[config.mk]
export PLATFORM = sky130hd
export DESIGN_NAME = iter_divider_flat
export DESIGN_NICKNAME = d
export VERILOG_FILES = /design/src/rtl/iter_divider_pkg.sv /design/src/rtl/iter_divider_if.sv /design/src/rtl/iter_divider_div_step.sv /design/src/rtl/iter_divider.sv /design/src/flat_wrapper.sv
export SDC_FILE = /design/constraint.sdc
export NUM_CORES = 1
export LEC_CHECK = 0
export ABC_AREA = 1
export CAP_MARGIN = 0
export CORE_MARGIN = 4
export CORE_UTILIZATION = 55
export CTS_BUF_LIST = sky130_fd_sc_hd__clkbuf_4 sky130_fd_sc_hd__clkbuf_8
export CTS_CLUSTER_SIZE = 40
export DETAILED_ROUTE_END_ITERATION = 10
export PLACE_DENSITY = 0.78
export SYNTH_ARGS = -nofsm -noshare
export SYNTH_HDL_FRONTEND = slang
export SYNTH_SLANG_ARGS = --single-unit
[constraint.sdc]
create_clock -name clk -period 7.9 [get_ports clk]
set_clock_uncertainty 0.15 [all_clocks]
set_input_delay 1.185 -clock clk [delete_from_list [all_inputs] [get_ports clk]]
set_output_delay 1.185 -clock clk [all_outputs]
set_load 0.02 [all_outputs]
[src/rtl/iter_divider_pkg.sv]
// Shared constants and state encoding for the iterative divider.
package iter_divider_pkg;

  localparam int DIV_WIDTH      = 32;
  localparam int DIV_ITER_CNT_W = 5;

  // Fixed quotient returned when the divisor is zero.
  localparam logic [DIV_WIDTH-1:0] DIV_ZERO_QUOT = 32'hFFFF_FFFF;

  typedef enum logic [1:0] {
    DIV_IDLE = 2'b00,
    DIV_BUSY = 2'b01,
    DIV_DONE = 2'b10
  } div_state_e;

endpackage

[src/rtl/iter_divider_if.sv]
// EX <-> divider handshake bundle. Prefixes are from the divider's viewpoint.
interface iter_divider_if
  import iter_divider_pkg::*;
#(
  parameter int WIDTH = DIV_WIDTH
) ();

  logic               i_start;
  logic               i_flag_unsigned;
  logic [WIDTH-1:0]   i_operand1;
  logic [WIDTH-1:0]   i_operand2;
  logic               i_accept;
  logic               i_cancel;
  logic [2*WIDTH-1:0] o_result;
  logic               o_done;
  logic               o_busy;

  // EX stage side
  modport master (
    output i_start, i_flag_unsigned, i_operand1, i_operand2, i_accept, i_cancel,
    input  o_result, o_done, o_busy
  );

  // Divider side
  modport slave (
    input  i_start, i_flag_unsigned, i_operand1, i_operand2, i_accept, i_cancel,
    output o_result, o_done, o_busy
  );

endinterface

[src/rtl/iter_divider_div_step.sv]
// One restoring-division step: shift in the next dividend bit, trial-subtract.
module div_step
  import iter_divider_pkg::*;
#(
  parameter int WIDTH = DIV_WIDTH
) (
  input  logic [WIDTH-1:0] i_rem,
  input  logic             i_dvd_msb,
  input  logic [WIDTH-1:0] i_divisor,
  output logic [WIDTH-1:0] o_rem,
  output logic             o_q_bit
);

  logic [WIDTH:0] w_shifted;
  logic [WIDTH:0] w_diff;

  // The partial remainder is always below the divisor, so the shifted value
  // is below 2*divisor and the difference fits WIDTH+1 bits; its top bit is
  // therefore a reliable borrow.
  assign w_shifted = {i_rem, i_dvd_msb};
  assign w_diff    = w_shifted - {1'b0, i_divisor};
  assign o_q_bit   = ~w_diff[WIDTH];
  assign o_rem     = o_q_bit ? w_diff[WIDTH-1:0] : w_shifted[WIDTH-1:0];

endmodule

[src/rtl/iter_divider.sv]
// Radix-2 restoring divider: one quotient bit per clock, {remainder, quotient}
// held with done until accepted; cancel aborts from any state.
module iter_divider
  import iter_divider_pkg::*;
#(
  parameter int WIDTH      = DIV_WIDTH,
  parameter int ITER_CNT_W = DIV_ITER_CNT_W
) (
  input logic           clk,
  input logic           rst,
  iter_divider_if.slave bus
);

  localparam logic [ITER_CNT_W-1:0] LAST_ITER = ITER_CNT_W'(WIDTH - 1);

  div_state_e          r_state, w_state_next;
  logic [ITER_CNT_W-1:0] r_cnt, w_cnt_next;
  logic [WIDTH-1:0]    r_dvd, w_dvd_next;    // dividend magnitude, becomes quotient
  logic [WIDTH-1:0]    r_dvs, w_dvs_next;    // divisor magnitude
  logic [WIDTH-1:0]    r_rem, w_rem_next;    // partial remainder
  logic                r_q_sign, w_q_sign_next;
  logic                r_r_sign, w_r_sign_next;
  logic [2*WIDTH-1:0]  r_result, w_result_next;
  logic                r_done;
  logic                r_busy;

  logic [WIDTH-1:0]    w_mag1;
  logic [WIDTH-1:0]    w_mag2;
  logic [WIDTH-1:0]    w_step_rem;
  logic                w_step_q;
  logic [WIDTH-1:0]    w_quot;
  logic [WIDTH-1:0]    w_quot_fix;
  logic [WIDTH-1:0]    w_rem_fix;

  // Signed mode divides magnitudes; the most negative value maps onto itself,
  // which is exactly its unsigned magnitude.
  assign w_mag1 = (!bus.i_flag_unsigned && bus.i_operand1[WIDTH-1]) ? ('0 - bus.i_operand1) : bus.i_operand1;
  assign w_mag2 = (!bus.i_flag_unsigned && bus.i_operand2[WIDTH-1]) ? ('0 - bus.i_operand2) : bus.i_operand2;

  div_step #(.WIDTH(WIDTH)) u_step (
    .i_rem     (r_rem),
    .i_dvd_msb (r_dvd[WIDTH-1]),
    .i_divisor (r_dvs),
    .o_rem     (w_step_rem),
    .o_q_bit   (w_step_q)
  );

  assign w_quot     = {r_dvd[WIDTH-2:0], w_step_q};
  assign w_quot_fix = r_q_sign ? ('0 - w_quot) : w_quot;
  assign w_rem_fix  = r_r_sign ? ('0 - w_step_rem) : w_step_rem;

  // Next-state and datapath-next logic; cancel overrides everything last.
  always_comb begin
    w_state_next  = r_state;
    w_cnt_next    = r_cnt;
    w_dvd_next    = r_dvd;
    w_dvs_next    = r_dvs;
    w_rem_next    = r_rem;
    w_q_sign_next = r_q_sign;
    w_r_sign_next = r_r_sign;
    w_result_next = r_result;
    case (r_state)
      DIV_IDLE: begin
        if (bus.i_start && !bus.i_cancel) begin
          w_dvd_next    = w_mag1;
          w_dvs_next    = w_mag2;
          w_q_sign_next = !bus.i_flag_unsigned && (bus.i_operand1[WIDTH-1] ^ bus.i_operand2[WIDTH-1]);
          w_r_sign_next = !bus.i_flag_unsigned && bus.i_operand1[WIDTH-1];
          w_rem_next    = '0;
          w_cnt_next    = '0;
          if (bus.i_operand2 == '0) begin
            w_state_next  = DIV_DONE;
            w_result_next = {bus.i_operand1, WIDTH'(DIV_ZERO_QUOT)};
          end else begin
            w_state_next  = DIV_BUSY;
          end
        end
      end
      DIV_BUSY: begin
        w_rem_next = w_step_rem;
        w_dvd_next = w_quot;
        w_cnt_next = r_cnt + ITER_CNT_W'(1);
        if (r_cnt == LAST_ITER) begin
          w_result_next = {w_rem_fix, w_quot_fix};
          w_state_next  = DIV_DONE;
        end
      end
      DIV_DONE: begin
        if (bus.i_accept) begin
          w_state_next = DIV_IDLE;
        end
      end
      default: begin
        w_state_next = DIV_IDLE;
      end
    endcase
    if (bus.i_cancel) begin
      w_state_next  = DIV_IDLE;
      w_result_next = r_result;
    end
  end

  // State, datapath and registered status flags.
  always_ff @(posedge clk) begin
    if (rst) begin
      r_state  <= DIV_IDLE;
      r_cnt    <= '0;
      r_dvd    <= '0;
      r_dvs    <= '0;
      r_rem    <= '0;
      r_q_sign <= 1'b0;
      r_r_sign <= 1'b0;
      r_result <= '0;
      r_done   <= 1'b0;
      r_busy   <= 1'b0;
    end else begin
      r_state  <= w_state_next;
      r_cnt    <= w_cnt_next;
      r_dvd    <= w_dvd_next;
      r_dvs    <= w_dvs_next;
      r_rem    <= w_rem_next;
      r_q_sign <= w_q_sign_next;
      r_r_sign <= w_r_sign_next;
      r_result <= w_result_next;
      r_done   <= (w_state_next == DIV_DONE);
      r_busy   <= (w_state_next == DIV_BUSY);
    end
  end

  assign bus.o_result = r_result;
  assign bus.o_done   = r_done;
  assign bus.o_busy   = r_busy;

endmodule

[src/flat_wrapper.sv]
// flat-port wrapper written by rule: the top's interface ports become plain ports
module iter_divider_flat import iter_divider_pkg::*;
#(
  parameter int WIDTH      = DIV_WIDTH,
  parameter int ITER_CNT_W = DIV_ITER_CNT_W
)
  (clk, rst, bus_i_start, bus_i_flag_unsigned, bus_i_operand1, bus_i_operand2, bus_i_accept, bus_i_cancel, bus_o_result, bus_o_done, bus_o_busy);
  iter_divider_if #(.WIDTH(WIDTH)) bus_i ();
  input logic clk;
  input logic rst;
  input wire logic [$bits(bus_i.i_start)-1:0] bus_i_start;
  input wire logic [$bits(bus_i.i_flag_unsigned)-1:0] bus_i_flag_unsigned;
  input wire logic [$bits(bus_i.i_operand1)-1:0] bus_i_operand1;
  input wire logic [$bits(bus_i.i_operand2)-1:0] bus_i_operand2;
  input wire logic [$bits(bus_i.i_accept)-1:0] bus_i_accept;
  input wire logic [$bits(bus_i.i_cancel)-1:0] bus_i_cancel;
  output wire logic [$bits(bus_i.o_result)-1:0] bus_o_result;
  output wire logic [$bits(bus_i.o_done)-1:0] bus_o_done;
  output wire logic [$bits(bus_i.o_busy)-1:0] bus_o_busy;
  assign bus_i.i_start = bus_i_start;
  assign bus_i.i_flag_unsigned = bus_i_flag_unsigned;
  assign bus_i.i_operand1 = bus_i_operand1;
  assign bus_i.i_operand2 = bus_i_operand2;
  assign bus_i.i_accept = bus_i_accept;
  assign bus_i.i_cancel = bus_i_cancel;
  assign bus_o_result = bus_i.o_result;
  assign bus_o_done = bus_i.o_done;
  assign bus_o_busy = bus_i.o_busy;
  iter_divider #(.WIDTH(WIDTH), .ITER_CNT_W(ITER_CNT_W)) u_core (.clk(clk), .rst(rst), .bus(bus_i));
endmodule
==> reports/results.tsv <==
metric	value	unit
outcome	complete, no violations	
leakagePower	0.006934	uW
hold_path_class	flip-flop to flip-flop	
overflow	0	
worstMarginPinSlew	1070	ps
use_met2	51.00	%
fmax	0.2152	GHz
die-area	25750	um2
path_class	flip-flop to flip-flop	
grt_usage	32.11	%
cts_tree	yes	
path_delay_family	simple AND/OR/NAND/NOR gates	
cp.buffers_inverters	3	
antenna_found_initial	0	
drc	0	
die_w	160.5	um
fillers	2248	
clk_pin_slew	100	ps
syn2layout_area_growth	14.97	%
worstPathCellList	ha_1 -> inv_1 -> fa_1 -> nand2_1 -> nand2_1 -> nand3_1 -> nand2_1 -> nand2_1 -> nand2_2 -> nand2_4 -> nand3_2 -> nand2_4 -> ha_1 -> nand3_1 -> nor2_1 -> nand4_1 -> inv_1 -> nand4_1 -> nand2_1 -> o21ai_0 -> inv_1 -> nand2_1 -> a21oi_1 -> a21oi_1	
syn_inst	2112	
p_seq_share	42.5	%
post-place-ws	2966	ps
hpwlAfterDp	32.80	mm
diodes	0	
synth_cell_types	59	
switching_power	763.3	uW
multi_input_area	7885	um2
grt_pass1_wl	67.77	mm
p_comb_share	25.3	%
grt_use_met1	45.30	%
vias_per_cell	5.717	
fin_setup_tns	0	ps
cts_setup_buffers	0	
p_int	1409	uW
worstPathMaxFanout	40	
drv_cap	0	
hold_violations	0	
instances_no_fill	2521	
cts_num_sinks	171	
cpMostUsedCell	nand2_1	
nets	2304	
ant_nets	0	
met3_usage	4.824	%
synth_nets	2221	
grt_max_degree	99	
syn_area	12780	um2
holdBufCountCts	0	
setup_viol	0	
grt_pass1_vias	12930	
dpl.cell_count	2489	
initial_core_util	56.12	%
synth_edf_count	0	
numCtsBuffers	17	
cp-start-kind	flip-flop	
fp.dieH	160.5	um
grt.busiest_layer	met2	
firstDrtPassIters	8	
power_density	147.8	nW/um2
slowest_stage	dfxtp_1	
wirelength	42.80	mm
rsz0062_at_grt	no	
period_share	58.83	%
p_sw_share	35.13	%
relSlewSlack	28.52	%
cts_root_buffer	clkbuf_8	
synth_top_area_cell	dfxtp_1	
cts_buffer_depth	2	
gp_congestion	0.9785	
crit_arrival	4860	ps
drt-initial-drc-count	1436	
required	8110	ps
syn_avg_cell_area	6.053	um2
synth_seq_area_share	26.78	%
wl_per_cell	16.98	um
period_needed	4648	ps
fin_hold_ws	321.2	ps
ir_drop	114.5	uV
insertion_delay	480	ps
io_pins	136	
synth.area.top_cells	dfxtp_1 (27%), nand2_1 (18%), inv_1 (8.3%)	
drive_above_1_share	5.525	%
synth_ff_type	dfxtp_1	
end_kind	flip-flop	
ys_ff_latch	171	
core_area	22780	um2
vias	14410	
final_max_slew_viol_count	0	
p_clk_share	32.1	%
h-tree-depth	4	
postCtsResizedCells	0	
synth_top_area_share	26.78	%
portBuffers	135	
seqCellArea	3423	um2
worst_slack	3252	ps
yosys_warnings	0	
async_flop_share	0	%
rows	55	
critPathMaxStageDelay	490	ps
fin_util	64.52	%
[Yosys cell counts (16+ instances only)]
library cell and count:
inv_1 284, a31oi_1 25, nor2_1 180, xor2_1 21, nor3_1 40, nand2_1 599
o21ai_0 152, nand3_1 115, o211ai_1 25, nand4_1 21, clkbuf_1 68, a21oi_1 158
nand2_2 18, dfxtp_1 171, o221ai_1 25, ha_1 38, o31ai_1 16
[placed cells by master, fill, tap and decap left out, types with 12 or more instances in the layout]
master / n
clkdlybuf4s50_1: 134
o31ai_1: 16
a21oi_1: 158
nor2_1: 178
nor3_1: 39
nand4_1: 21
nand2_1: 599
clkbuf_8: 18
inv_1: 284
buf_4: 12
nand3_1: 115
o21ai_0: 152
a31oi_1: 25
o221ai_1: 25
dfxtp_1: 171
nand2_2: 18
ha_1: 38
o211ai_1: 25
xor2_1: 21
[cells by family (layout without fill, tap and decap cells)]
| logic type | count (synthesis) | in the layout | synth area share (%) |
|---|---|---|---|
| and+or+nand+nor | 1034 | 1034 | 34.75 |
| AOI/OAI and AO/OA | 452 | 452 | 20.63 |
| buffers and inverters | 383 | 479 | 11.70 |
| DFF | 171 | 171 | 26.78 |
| adders and majority gates | 39 | 39 | 3.876 |
| xor gates and xnor gates | 32 | 32 | 2.192 |
| muxes | 1 | 1 | 0.07830 |
[metal layers]
metal  part of all wire, %  vias to the layer above
met5                     0                        -
met4                   2.9                        0
met3                   8.5                       92
met2                    44                      668
met1                    45                     6558
li1                      -                     7095
[power groups by stage]
stage / clock (uW) / sequential, uW / combinational (uW)
after global routing: 736 / 928 / 609
after CTS: 703 / 923 / 541
final: 698 / 924 / 550
after global placement: 0 / 942 / 531
after floorplan: 0 / 934 / 370
after detailed placement: 0 / 943 / 537
[state kept, by name (all words and copies together), names as in the netlist]
name,flops
u_core.bus.o_busy,1
u_core.bus.o_done,1
u_core.bus.o_result,64
u_core.r_cnt,5
u_core.r_dvd,32
u_core.r_dvs,32
u_core.r_q_sign,1
u_core.r_r_sign,1
u_core.r_rem,32
u_core.r_state,2
[per-stage QoR]
stage | cell area, um2 | total power (uW)
CTS | 14700 | 2167
finish | 14700 | 2173
global placement | 14260 | 1473
detailed placement | 14260 | 1480
global route | 14700 | 2273
floorplan | 12780 | 1304
[layout make-up]
type | count | area share [%]
Multi-Input combinational cell | 1558 | 53.65
Sequential cell | 171 | 23.29
Timing Repair Buffer | 147 | 9.774
Inverter | 300 | 7.662
Tap cell | 313 | 2.665
Clock buffer | 19 | 1.737
Clock inverter | 13 | 1.217
[path summary, 6_finish.rpt]
check,cells after the start,slack [ps],end,from
min,2,320,u_core.bus.o_result[27]$_SDFFE_PP0P_,u_core.bus.o_result[27]$_SDFFE_PP0P_
min reg2reg,2,320,u_core.bus.o_result[27]$_SDFFE_PP0P_,u_core.bus.o_result[27]$_SDFFE_PP0P_
max,24,3250,u_core.bus.o_result[30]$_SDFFE_PP0P_,u_core.r_dvs[0]$_SDFFE_PP0P_
max reg2reg,24,3250,u_core.bus.o_result[30]$_SDFFE_PP0P_,u_core.r_dvs[0]$_SDFFE_PP0P_
[worst reg2reg max path, cell delays in order (launching register included)]
cell	delay, ps
dfxtp_1	490
ha_1	220
inv_1	80
fa_1	390
nand2_1	100
nand2_1	80
nand3_1	90
nand2_1	120
nand2_1	110
nand2_2	80
nand2_4	100
nand3_2	160
nand2_4	440
ha_1	270
nand3_1	130
nor2_1	350
nand4_1	230
inv_1	120
nand4_1	170
nand2_1	130
o21ai_0	120
inv_1	140
nand2_1	60
a21oi_1	140
a21oi_1	80
(Power assumes the default switching activity.)
